**src/rtl/mcycle_sequencer_pkg.sv**
```systemverilog
// Shared types and constants for the multi-cycle sequencer: FSM states,
// fixed opcode encodings and default widths.
package mcycle_pkg;

  localparam int DEF_DWIDTH = 32;
  localparam int DEF_AWIDTH = 16;
  localparam int WAIT_BITS  = 8;

  localparam logic [3:0] OP_NOP   = 4'b1111;
  localparam logic [3:0] OP_LOAD  = 4'b0100;
  localparam logic [3:0] OP_STORE = 4'b0110;

  typedef enum logic [2:0] {
    IDLE,
    FETCH,
    DECODE,
    EXEC,
    MEM,
    WB,
    FAULT
  } state_t;

  function automatic logic is_mem_op(input logic [3:0] op);
    return (op == OP_LOAD) || (op == OP_STORE);
  endfunction

endpackage

```
**src/rtl/mcycle_sequencer_if.sv**
```systemverilog
// Bundle of the sequencer's memory handshakes, datapath strobes and status.
// master = sequencer side, slave = memories / surrounding datapath.
interface mcycle_sequencer_if #(
  parameter int DWIDTH = 32,
  parameter int AWIDTH = 16
);

  logic              run;
  logic              imem_req;
  logic [AWIDTH-1:0] imem_addr;
  logic              imem_ack;
  logic [DWIDTH-1:0] imem_rdata;
  logic [DWIDTH-1:0] ir;
  logic [AWIDTH-1:0] pc;
  logic              dmem_req;
  logic              dmem_we;
  logic              dmem_ack;
  logic              alu_en;
  logic              rf_we;
  logic              busy;
  logic              fault;
  logic [31:0]       retired;

  modport master (
    input  run, imem_ack, imem_rdata, dmem_ack,
    output imem_req, imem_addr, ir, pc, dmem_req, dmem_we,
           alu_en, rf_we, busy, fault, retired
  );

  modport slave (
    output run, imem_ack, imem_rdata, dmem_ack,
    input  imem_req, imem_addr, ir, pc, dmem_req, dmem_we,
           alu_en, rf_we, busy, fault, retired
  );

endinterface

```
**src/rtl/mcycle_sequencer_mem_wait_timer.sv**
```systemverilog
// Wait-cycle counter shared by instruction fetch and data access; it
// saturates at TIMEOUT and flags expiry while the request is still pending.
module mem_wait_timer
  import mcycle_pkg::*;
#(
  parameter int TIMEOUT = 255
) (
  input  logic clk,
  input  logic rst,
  input  logic clr_i,
  input  logic en_i,
  output logic expired_o
);

  localparam logic [WAIT_BITS-1:0] LIMIT = WAIT_BITS'(TIMEOUT);

  logic [WAIT_BITS-1:0] count_q, count_d;

  always_comb begin
    count_d = count_q;
    if (clr_i) begin
      count_d = '0;
    end else if (en_i && (count_q != LIMIT)) begin
      count_d = count_q + WAIT_BITS'(1);
    end
  end

  always_ff @(posedge clk) begin
    if (rst) begin
      count_q <= '0;
    end else begin
      count_q <= count_d;
    end
  end

  assign expired_o = (count_q == LIMIT);

endmodule

```
**src/rtl/mcycle_sequencer.sv**
```systemverilog
// Multi-cycle control FSM: fetches into the IR, steps DECODE/EXEC/MEM/WB,
// pulses ALU/register-file strobes and traps memory timeouts into FAULT.
module mcycle_sequencer
  import mcycle_pkg::*;
#(
  parameter int DWIDTH  = DEF_DWIDTH,
  parameter int AWIDTH  = DEF_AWIDTH,
  parameter int TIMEOUT = 255
) (
  input logic            clk,
  input logic            rst,
  mcycle_sequencer_if.master bus
);

  state_t            state_q, state_d;
  logic [DWIDTH-1:0] ir_q, ir_d;
  logic [AWIDTH-1:0] pc_q, pc_d;
  logic [31:0]       retired_q, retired_d;

  logic       imem_req, dmem_req, dmem_we, alu_en, rf_we;
  logic       wait_active, wait_ack, wait_expired;
  logic [3:0] opcode;

  assign opcode = ir_q[18:15];

  // The counter runs only while a request is outstanding, so it is already
  // zero whenever FETCH or MEM is entered, including MEM -> FETCH back to back.
  assign wait_active = (state_q == FETCH) || (state_q == MEM);
  assign wait_ack    = (state_q == FETCH) ? bus.imem_ack : bus.dmem_ack;

  mem_wait_timer #(
    .TIMEOUT(TIMEOUT)
  ) u_timer (
    .clk      (clk),
    .rst      (rst),
    .clr_i    (!wait_active || wait_ack),
    .en_i     (wait_active && !wait_ack),
    .expired_o(wait_expired)
  );

  always_comb begin
    state_d   = state_q;
    ir_d      = ir_q;
    pc_d      = pc_q;
    retired_d = retired_q;
    imem_req  = 1'b0;
    dmem_req  = 1'b0;
    dmem_we   = 1'b0;
    alu_en    = 1'b0;
    rf_we     = 1'b0;

    case (state_q)
      IDLE: begin
        if (bus.run) state_d = FETCH;
      end
      FETCH: begin
        imem_req = 1'b1;
        if (bus.imem_ack) begin
          ir_d    = bus.imem_rdata;
          pc_d    = pc_q + AWIDTH'(1);
          state_d = DECODE;
        end else if (wait_expired) begin
          state_d = FAULT;
        end
      end
      DECODE: begin
        if (opcode == OP_NOP) begin
          retired_d = retired_q + 32'd1;
          state_d   = bus.run ? FETCH : IDLE;
        end else begin
          state_d = EXEC;
        end
      end
      EXEC: begin
        alu_en  = 1'b1;
        state_d = is_mem_op(opcode) ? MEM : WB;
      end
      MEM: begin
        dmem_req = 1'b1;
        dmem_we  = (opcode == OP_STORE);
        if (bus.dmem_ack) begin
          if (opcode == OP_STORE) begin
            retired_d = retired_q + 32'd1;
            state_d   = bus.run ? FETCH : IDLE;
          end else begin
            state_d = WB;
          end
        end else if (wait_expired) begin
          state_d = FAULT;
        end
      end
      WB: begin
        rf_we     = 1'b1;
        retired_d = retired_q + 32'd1;
        state_d   = bus.run ? FETCH : IDLE;
      end
      FAULT: begin
        state_d = FAULT;
      end
      default: begin
        state_d = IDLE;
      end
    endcase
  end

  always_ff @(posedge clk) begin
    if (rst) begin
      state_q   <= IDLE;
      ir_q      <= '0;
      pc_q      <= '0;
      retired_q <= '0;
    end else begin
      state_q   <= state_d;
      ir_q      <= ir_d;
      pc_q      <= pc_d;
      retired_q <= retired_d;
    end
  end

  assign bus.imem_req  = imem_req;
  assign bus.imem_addr = pc_q;
  assign bus.ir        = ir_q;
  assign bus.pc        = pc_q;
  assign bus.dmem_req  = dmem_req;
  assign bus.dmem_we   = dmem_we;
  assign bus.alu_en    = alu_en;
  assign bus.rf_we     = rf_we;
  assign bus.busy      = (state_q != IDLE) && (state_q != FAULT);
  assign bus.fault     = (state_q == FAULT);
  assign bus.retired   = retired_q;

endmodule
```
**src/flat_wrapper.sv**
```systemverilog
// flat-port wrapper written by rule: the top's interface ports become plain ports
module mcycle_sequencer_flat import mcycle_pkg::*;
#(
  parameter int DWIDTH  = DEF_DWIDTH,
  parameter int AWIDTH  = DEF_AWIDTH,
  parameter int TIMEOUT = 255
)
  (clk, rst, bus_run, bus_imem_ack, bus_imem_rdata, bus_dmem_ack, bus_imem_req, bus_imem_addr, bus_ir, bus_pc, bus_dmem_req, bus_dmem_we, bus_alu_en, bus_rf_we, bus_busy, bus_fault, bus_retired);
  mcycle_sequencer_if #(.DWIDTH(DWIDTH), .AWIDTH(AWIDTH)) bus_i ();
  input logic clk;
  input logic rst;
  input wire logic [$bits(bus_i.run)-1:0] bus_run;
  input wire logic [$bits(bus_i.imem_ack)-1:0] bus_imem_ack;
  input wire logic [$bits(bus_i.imem_rdata)-1:0] bus_imem_rdata;
  input wire logic [$bits(bus_i.dmem_ack)-1:0] bus_dmem_ack;
  output wire logic [$bits(bus_i.imem_req)-1:0] bus_imem_req;
  output wire logic [$bits(bus_i.imem_addr)-1:0] bus_imem_addr;
  output wire logic [$bits(bus_i.ir)-1:0] bus_ir;
  output wire logic [$bits(bus_i.pc)-1:0] bus_pc;
  output wire logic [$bits(bus_i.dmem_req)-1:0] bus_dmem_req;
  output wire logic [$bits(bus_i.dmem_we)-1:0] bus_dmem_we;
  output wire logic [$bits(bus_i.alu_en)-1:0] bus_alu_en;
  output wire logic [$bits(bus_i.rf_we)-1:0] bus_rf_we;
  output wire logic [$bits(bus_i.busy)-1:0] bus_busy;
  output wire logic [$bits(bus_i.fault)-1:0] bus_fault;
  output wire logic [$bits(bus_i.retired)-1:0] bus_retired;
  assign bus_i.run = bus_run;
  assign bus_i.imem_ack = bus_imem_ack;
  assign bus_i.imem_rdata = bus_imem_rdata;
  assign bus_i.dmem_ack = bus_dmem_ack;
  assign bus_imem_req = bus_i.imem_req;
  assign bus_imem_addr = bus_i.imem_addr;
  assign bus_ir = bus_i.ir;
  assign bus_pc = bus_i.pc;
  assign bus_dmem_req = bus_i.dmem_req;
  assign bus_dmem_we = bus_i.dmem_we;
  assign bus_alu_en = bus_i.alu_en;
  assign bus_rf_we = bus_i.rf_we;
  assign bus_busy = bus_i.busy;
  assign bus_fault = bus_i.fault;
  assign bus_retired = bus_i.retired;
  mcycle_sequencer #(.DWIDTH(DWIDTH), .AWIDTH(AWIDTH), .TIMEOUT(TIMEOUT)) u_core (.clk(clk), .rst(rst), .bus(bus_i));
endmodule
```
**config.mk**
```make
export PLATFORM = sky130hd
export DESIGN_NAME = mcycle_sequencer_flat
export DESIGN_NICKNAME = d
export VERILOG_FILES = /design/src/rtl/mcycle_sequencer_pkg.sv /design/src/rtl/mcycle_sequencer_if.sv /design/src/rtl/mcycle_sequencer_mem_wait_timer.sv /design/src/rtl/mcycle_sequencer.sv /design/src/flat_wrapper.sv
export SDC_FILE = /design/constraint.sdc
export NUM_CORES = 1
export LEC_CHECK = 0
export BUFFER_PORTS_ARGS = -buffer_cell sky130_fd_sc_hd__buf_2
export CELL_PAD_IN_SITES_DETAIL_PLACEMENT = 0
export CELL_PAD_IN_SITES_GLOBAL_PLACEMENT = 1
export CORE_MARGIN = 1
export CORE_UTILIZATION = 33
export CTS_CLUSTER_SIZE = 12
export DETAILED_ROUTE_END_ITERATION = 8
export PLACE_DENSITY_LB_ADDON = 0.1
export SYNTH_ARGS = -nofsm -noshare
export SYNTH_HDL_FRONTEND = slang
export SYNTH_SLANG_ARGS = --single-unit
```
**constraint.sdc**
```tcl
create_clock -name clk -period 1.8 [get_ports clk]
set_input_delay 0.36 -clock clk [delete_from_list [all_inputs] [get_ports clk]]
set_output_delay 0.36 -clock clk [all_outputs]
set_load 0.02 [all_outputs]
```
Yosys cells after proc, flatten, opt, wreduce, memory -nomap -nowiden

Index checks and enable logic that the tools add are counted.

Flip-flop bits (word level): 91
Bits of input ports: 37
Logic and storage cells: 57

Add/sub/neg operators: 3
Eq/ne operators: 16
Mux-type cells: 19
Reductions and logical operators: 14

Operator list:

| operator                                       | number |
|---|---|
| 2-to-1 mux 32 bit                              | 3 |
| one-hot mux 32 bit (3 select lines)            | 1 |
| adder 32 x 1 -> 32 bit (second input constant) | 1 |
| one-hot mux 3 bit (7 select lines)             | 1 |
| 2-to-1 mux 3 bit                               | 6 |
| adder 16 x 1 -> 16 bit (second input constant) | 1 |
| == test 3 bit (second input constant)          | 3 |
| adder 8 x 1 -> 8 bit (second input constant)   | 1 |
| == test 4 x 3 -> 1 bit (second input constant) | 2 |
| == test 8 bit (second input constant)          | 1 |
| 2-to-1 mux 1 bit                               | 8 |
| != test 8 bit (second input constant)          | 1 |
| == test 3 x 2 -> 1 bit (second input constant) | 2 |
| != test 2 bit (second input constant)          | 3 |
| nonzero test 3 bit                             | 2 |
| == test 4 bit (second input constant)          | 1 |
| AND reduction 4 bit                            | 1 |
| == test 3 x 1 -> 1 bit (second input constant) | 1 |
| logical AND 1 bit                              | 3 |
| logical NOT 3 bit                              | 1 |
| logical OR 1 bit                               | 3 |
| != test 3 bit (second input constant)          | 1 |
| logical NOT 1 bit                              | 2 |
| != test 2 x 1 -> 1 bit (second input constant) | 1 |
| 2 further kinds                                | 2 |

Depth between registers and ports, before layout

Depth after elaboration: 5
Gate-level depth with buffers: 7
Gate-level depth less buffers: 5

Cells and area by module

A second synthesis with hierarchy kept.

Cells, all modules: 516
Area total of the unflattened synthesis: 4,227.8 um2

By module, submodules not included:

| module           | instances | cells an instance | area each (um2) |
|---|---|---|---|
| mcycle_sequencer | 1         | 471               | 3,802.4 |
| mem_wait_timer   | 1         | 45                | 425.4 |

Least setup slack after synthesis

OpenSTA, ideal clock, no wires.

Path kind: flip-flop to flip-flop
Start: register u_core.retired_q[8], in the netlist u_core.bus.retired[8]
End: register u_core.retired_q[29], in the netlist u_core.bus.retired[29]
Arrival time: 1,803 ps
Required time: 1,679 ps
Setup slack: -124 ps
Stages on the path, launching flop included: 6
Buffers on the path: 0
Clock period less this slack: 1,924 ps
Path through: dfxtp_1 -> nand4_1 -> nor4b_4 -> o21ai_2 -> nor2b_1 -> mux2_2

Word-level cells in the longest chain between the ends: 4
Elaborated cells on any way between the ends: 5

Ends and longest elaborated chain:

| element                               | RTL line                                                               | RTL |
|---|---|---|
| from (decl)                           | mcycle_sequencer.sv:18                                                 | `logic [31:0] retired_q, retired_d;` |
| from (signal assigned)                | mcycle_sequencer.sv:116                                                | `retired_q <= retired_d;` |
| adder 32 x 1 -> 32 bit *              | mcycle_sequencer.sv:68, mcycle_sequencer.sv:83, mcycle_sequencer.sv:94 |  |
| 2-to-1 mux 32 bit                     | mcycle_sequencer.sv:82                                                 | `if (opcode == OP_STORE) begin` |
| 2-to-1 mux 32 bit                     | mcycle_sequencer.sv:81                                                 | `if (bus.dmem_ack) begin` |
| one-hot mux 32 bit (3 select lines) * | mcycle_sequencer.sv:52                                                 | `case (state_q)` |

Every way passes the cells marked *; elsewhere a longest branch is shown, timed or not. The select of a mux whose other input is x is not followed.
A chain may end at the register's enable or synchronous reset.

Worst setup path after layout

Start: register u_core.ir_q[18], in the netlist u_core.bus.ir[18]
End: output port bus_dmem_we

Word-level cells in the longest chain between the ends: 2

Ends and longest elaborated chain:

| element                | RTL line                | RTL |
|---|---|---|
| from (decl)            | mcycle_sequencer.sv:16  | `logic [DWIDTH-1:0] ir_q, ir_d;` |
| from (signal assigned) | mcycle_sequencer.sv:114 | `ir_q <= ir_d;` |
| == test 4 x 3 -> 1 bit | mcycle_sequencer.sv:80  | `dmem_we = (opcode == OP_STORE);` |
| 2-to-1 mux 1 bit       | mcycle_sequencer.sv:52  |  |
| to (decl)              | flat_wrapper.sv:21      | `output wire logic [$bits(bus_i.dmem_we)-1:0] bus_dmem_we;` |

No other way between the ends.

==> flow_metrics.py <==
metrics = {
    "run_status": {
        "status": "finished with violations",
        "failed_checks": "negative setup slack",
    },
    "timing": {
        "post-route-period-util_pct": 112,
        "fin_ws_ps": -218,
        "finalHoldViolations": 0,
        "fmax_mhz": 496,
        "rsz0062_at_grt": "true",
        "setup_viol": 2,
        "min_period_ps": 2020,
        "clock_skew_ps": 6.29,
        "relSlewSlack_pct": 62.6,
        "slew_viol_final": 0,
        "tightest_slew_ps": 554,
    },
    "yosys": {
        "async_flop_share_pct": 0,
        "netlist_instances": 507,
        "ys_warn_count": 0,
        "ys_ff_latch": 91,
        "ys_seq_area_share_pct": 43.4,
        "avgSynthCellArea_um2": 8.27,
        "yosys.cell_types.count": 47,
        "synth_nets": 547,
        "synth_edf_count": 0,
        "synth_ff_type": "dfxtp_1",
        "syn-cell-area_um2": 4190,
    },
    "global_routing": {
        "antenna_found_initial": 0,
        "grt_overflow": 0,
        "grt_max_degree": 36,
        "grt_pass1_wl_mm": 18.3,
        "grt_pass1_vias": 3707,
        "grtUsageTotal_pct": 17.7,
    },
    "worst_hold_path": {
        "hold_class": "in -> reg",
    },
    "clock_tree": {
        "cts_max_level": 3,
        "root_buffer": "clkbuf_16",
        "cts_buffer_depth": 2,
        "clk_pin_slew_ps": 70,
        "cts_tree": "built",
        "cts_buffers": 9,
        "clk_latency_ps": 340,
        "cts_sinks": 91,
    },
    "pwr": {
        "powerDensity_nw_per_um2": 760,
        "leakage_uw": 0.00268,
        "ir_drop_uv": 434,
        "power_uw": 4490,
    },
    "worst_setup_path": {
        "cp-start-kind": "flop",
        "crit_required_ps": 1440,
        "crit_fanout": 2,
        "cp_common_cell": "buf_6",
        "crit_buf_inv": 2,
        "cpLargestDelayFamily": "simple AND/OR/NAND/NOR gates",
        "critPathSlowestCell": "or4bb_4",
        "cp_cell_sequence": "buf_6 > or4bb_4 > nor3_4 > buf_6",
        "crit_arrival_ps": 1660,
        "crit_type": "reg -> out",
        "end_kind": "output port",
        "slowest_delay_ps": 560,
    },
    "layout": {
        "fin_area_um2": 5910,
        "nets": 716,
        "n_fill_cell": 1217,
        "diodes": 0,
        "register_area_um2": 1840,
        "layout.cells.non_filler": 849,
        "multi_input_area_um2": 2200,
        "area_growth_syn_to_layout_pct": 41.0,
        "drive_gt1_share_pct": 38.8,
    },
    "detailed_routing": {
        "wl_met3_um": 793,
        "viasPerCell": 4.81,
        "top_layer": "met4",
        "firstDrtPassIters": 4,
        "wl_mm": 11.6,
        "num_vias": 4081,
        "wl_met1_mm": 5.26,
        "dr_wl_met2_mm": 5.38,
        "ant_nets": 0,
        "drt_iter0_markers": 190,
        "route.detailed.drc": 0,
        "wl_per_cell_um": 13.7,
    },
    "floorplanning": {
        "die-area_um2": 13200,
        "die_w_um": 115,
        "initial_core_util_pct": 34.3,
        "num_rows": 40,
        "core-area_um2": 12200,
        "die_y_um": 115,
        "io_pins": 140,
    },
    "placement": {
        "io_buffers": 139,
        "dp_slack_ps": -38.6,
        "place_inst": 819,
        "hpwl_mm": 8.18,
        "place_area_um2": 5310,
        "place_congestion": 0.794,
    },
    "flow_run": {
        "cap_violations": 0,
    },
}
## repair_timing
item,in CTS,in global routing
setup endpoints to repair,6,32
buffers inserted,9,3
resized for setup,23,19
hold buffers,0,0
pin swaps,3,11
cloned,0,2
## per-layer routing
metal,GRT usage [%],vias to the layer above
met2,27.4,125
met4,7.10,0
li1,-,2059
met1,23.7,1887
met5,0,-
met3,4.50,10
## state kept, by name, indices dropped and copies added, names as in the netlist
signal                  cells
u_core.state_q              3
u_core.bus.ir              32
u_core.bus.imem_addr       16
u_core.u_timer.count_q      8
u_core.bus.retired         32
## kinds of logic (layout without fill, tap and decap cells)
family / Yosys count / count (layout) / synth area share [%]
xor gates and xnor gates: 44 / 44 / 9.19
DFF: 91 / 91 / 43.4
and+or+nand+nor: 223 / 223 / 26.3
adders and majority gates: 3 / 3 / 0.895
buffers and inverters: 55 / 229 / 6.65
muxes: 2 / 2 / 0.507
AOI/OAI and AO/OA: 89 / 89 / 13.0
## per-stage QoR
step / TNS [ps] / hold slack (ps) / util [%]
after floorplan: -28.4 / 472 / -
after global placement: 0 / 440 / 43.4
after detailed placement: -45.4 / 445 / 43.4
after CTS: -248 / 238 / 47.1
after global routing: -616 / 250 / 48.4
final: -242 / 249 / 48.4
## report_power, final
part	leakage (uW)	switching, uW	internal, uW
registers	0.000743	30.1	2060
clock network	0.000156	777	1210
logic	0.00178	247	174
total	0.00268	1050	3440
## cell type report
type                            instances  area share (%)
Inverter                                8           0.508
Clock buffer                           10            3.87
Tap cell                              168            3.56
Timing Repair Buffer                  205            22.3
Multi-Input combinational cell        361            37.3
Sequential cell                        91            31.2
Clock inverter                          6            1.35
## placed cells by master, fill, tap and decap left out, types with 3 or more instances in the layout
cell type  instances
a21oi_1           45
a31oi_1            4
and2_1             3
and3_1             9
buf_12             5
buf_2            137
buf_4             55
buf_6              6
clkbuf_16         11
clkinv_2           4
dfxtp_1           77
dfxtp_2           13
ha_1               3
inv_1              7
nand2_1           85
nand3_1            8
nand4_1           13
nor2_1            60
nor2b_1            5
nor3_1             4
nor4_1             3
o2111ai_1         10
o2111ai_2          3
o211ai_1           9
o21ai_0            9
or3_1              6
xnor2_1            8
xor2_1            36
## synth_stat cells, types with 2 or more instances
| cell type | n | area [um^2] |
|---|---|---|
| nand2_1 | 86 | 323 |
| or3_1 | 7 | 43.8 |
| and2_1 | 3 | 18.8 |
| nor2b_1 | 7 | 43.8 |
| o2111ai_1 | 13 | 114 |
| buf_2 | 7 | 35.0 |
| or4_1 | 2 | 15.0 |
| o21ai_0 | 10 | 50.1 |
| inv_1 | 8 | 30.0 |
| nor2_1 | 60 | 225 |
| buf_4 | 17 | 128 |
| xor2_1 | 36 | 315 |
| or3b_2 | 2 | 17.5 |
| o211ai_1 | 9 | 67.6 |
| xnor2_1 | 8 | 70.1 |
| and3_1 | 10 | 62.6 |
| dfxtp_1 | 91 | 1820 |
| ha_1 | 3 | 37.5 |
| and4_1 | 4 | 35.0 |
| a21oi_1 | 46 | 230 |
| nor4_1 | 4 | 25.0 |
| clkbuf_1 | 22 | 82.6 |
| nor3_1 | 5 | 25.0 |
| nand3_1 | 8 | 40.0 |
| a31oi_1 | 4 | 25.0 |
| nand2b_1 | 2 | 12.5 |
| nand4_1 | 13 | 81.3 |
## tightest hold or removal path, cell delays in order
cell	delay, ps
buf_2	90
nand2_1	40
a21oi_1	50
## path summary, 6_finish.rpt
path	startpoint	end	cells past startpoint	slack (ps)
setup reg to reg	u_core.bus.ir[18]$_SDFFE_PP0P_	u_core.bus.retired[29]$_SDFFE_PP0P_	7	-20
hold reg to reg	u_core.bus.ir[27]$_SDFFE_PP0P_	u_core.bus.ir[27]$_SDFFE_PP0P_	2	450
hold / removal	bus_imem_rdata[27]	u_core.bus.ir[27]$_SDFFE_PP0P_	3	250
setup / recovery	u_core.bus.ir[18]$_SDFFE_PP0P_	bus_dmem_we	4	-220
No activity file was read; power rests on OpenSTA's default activity.
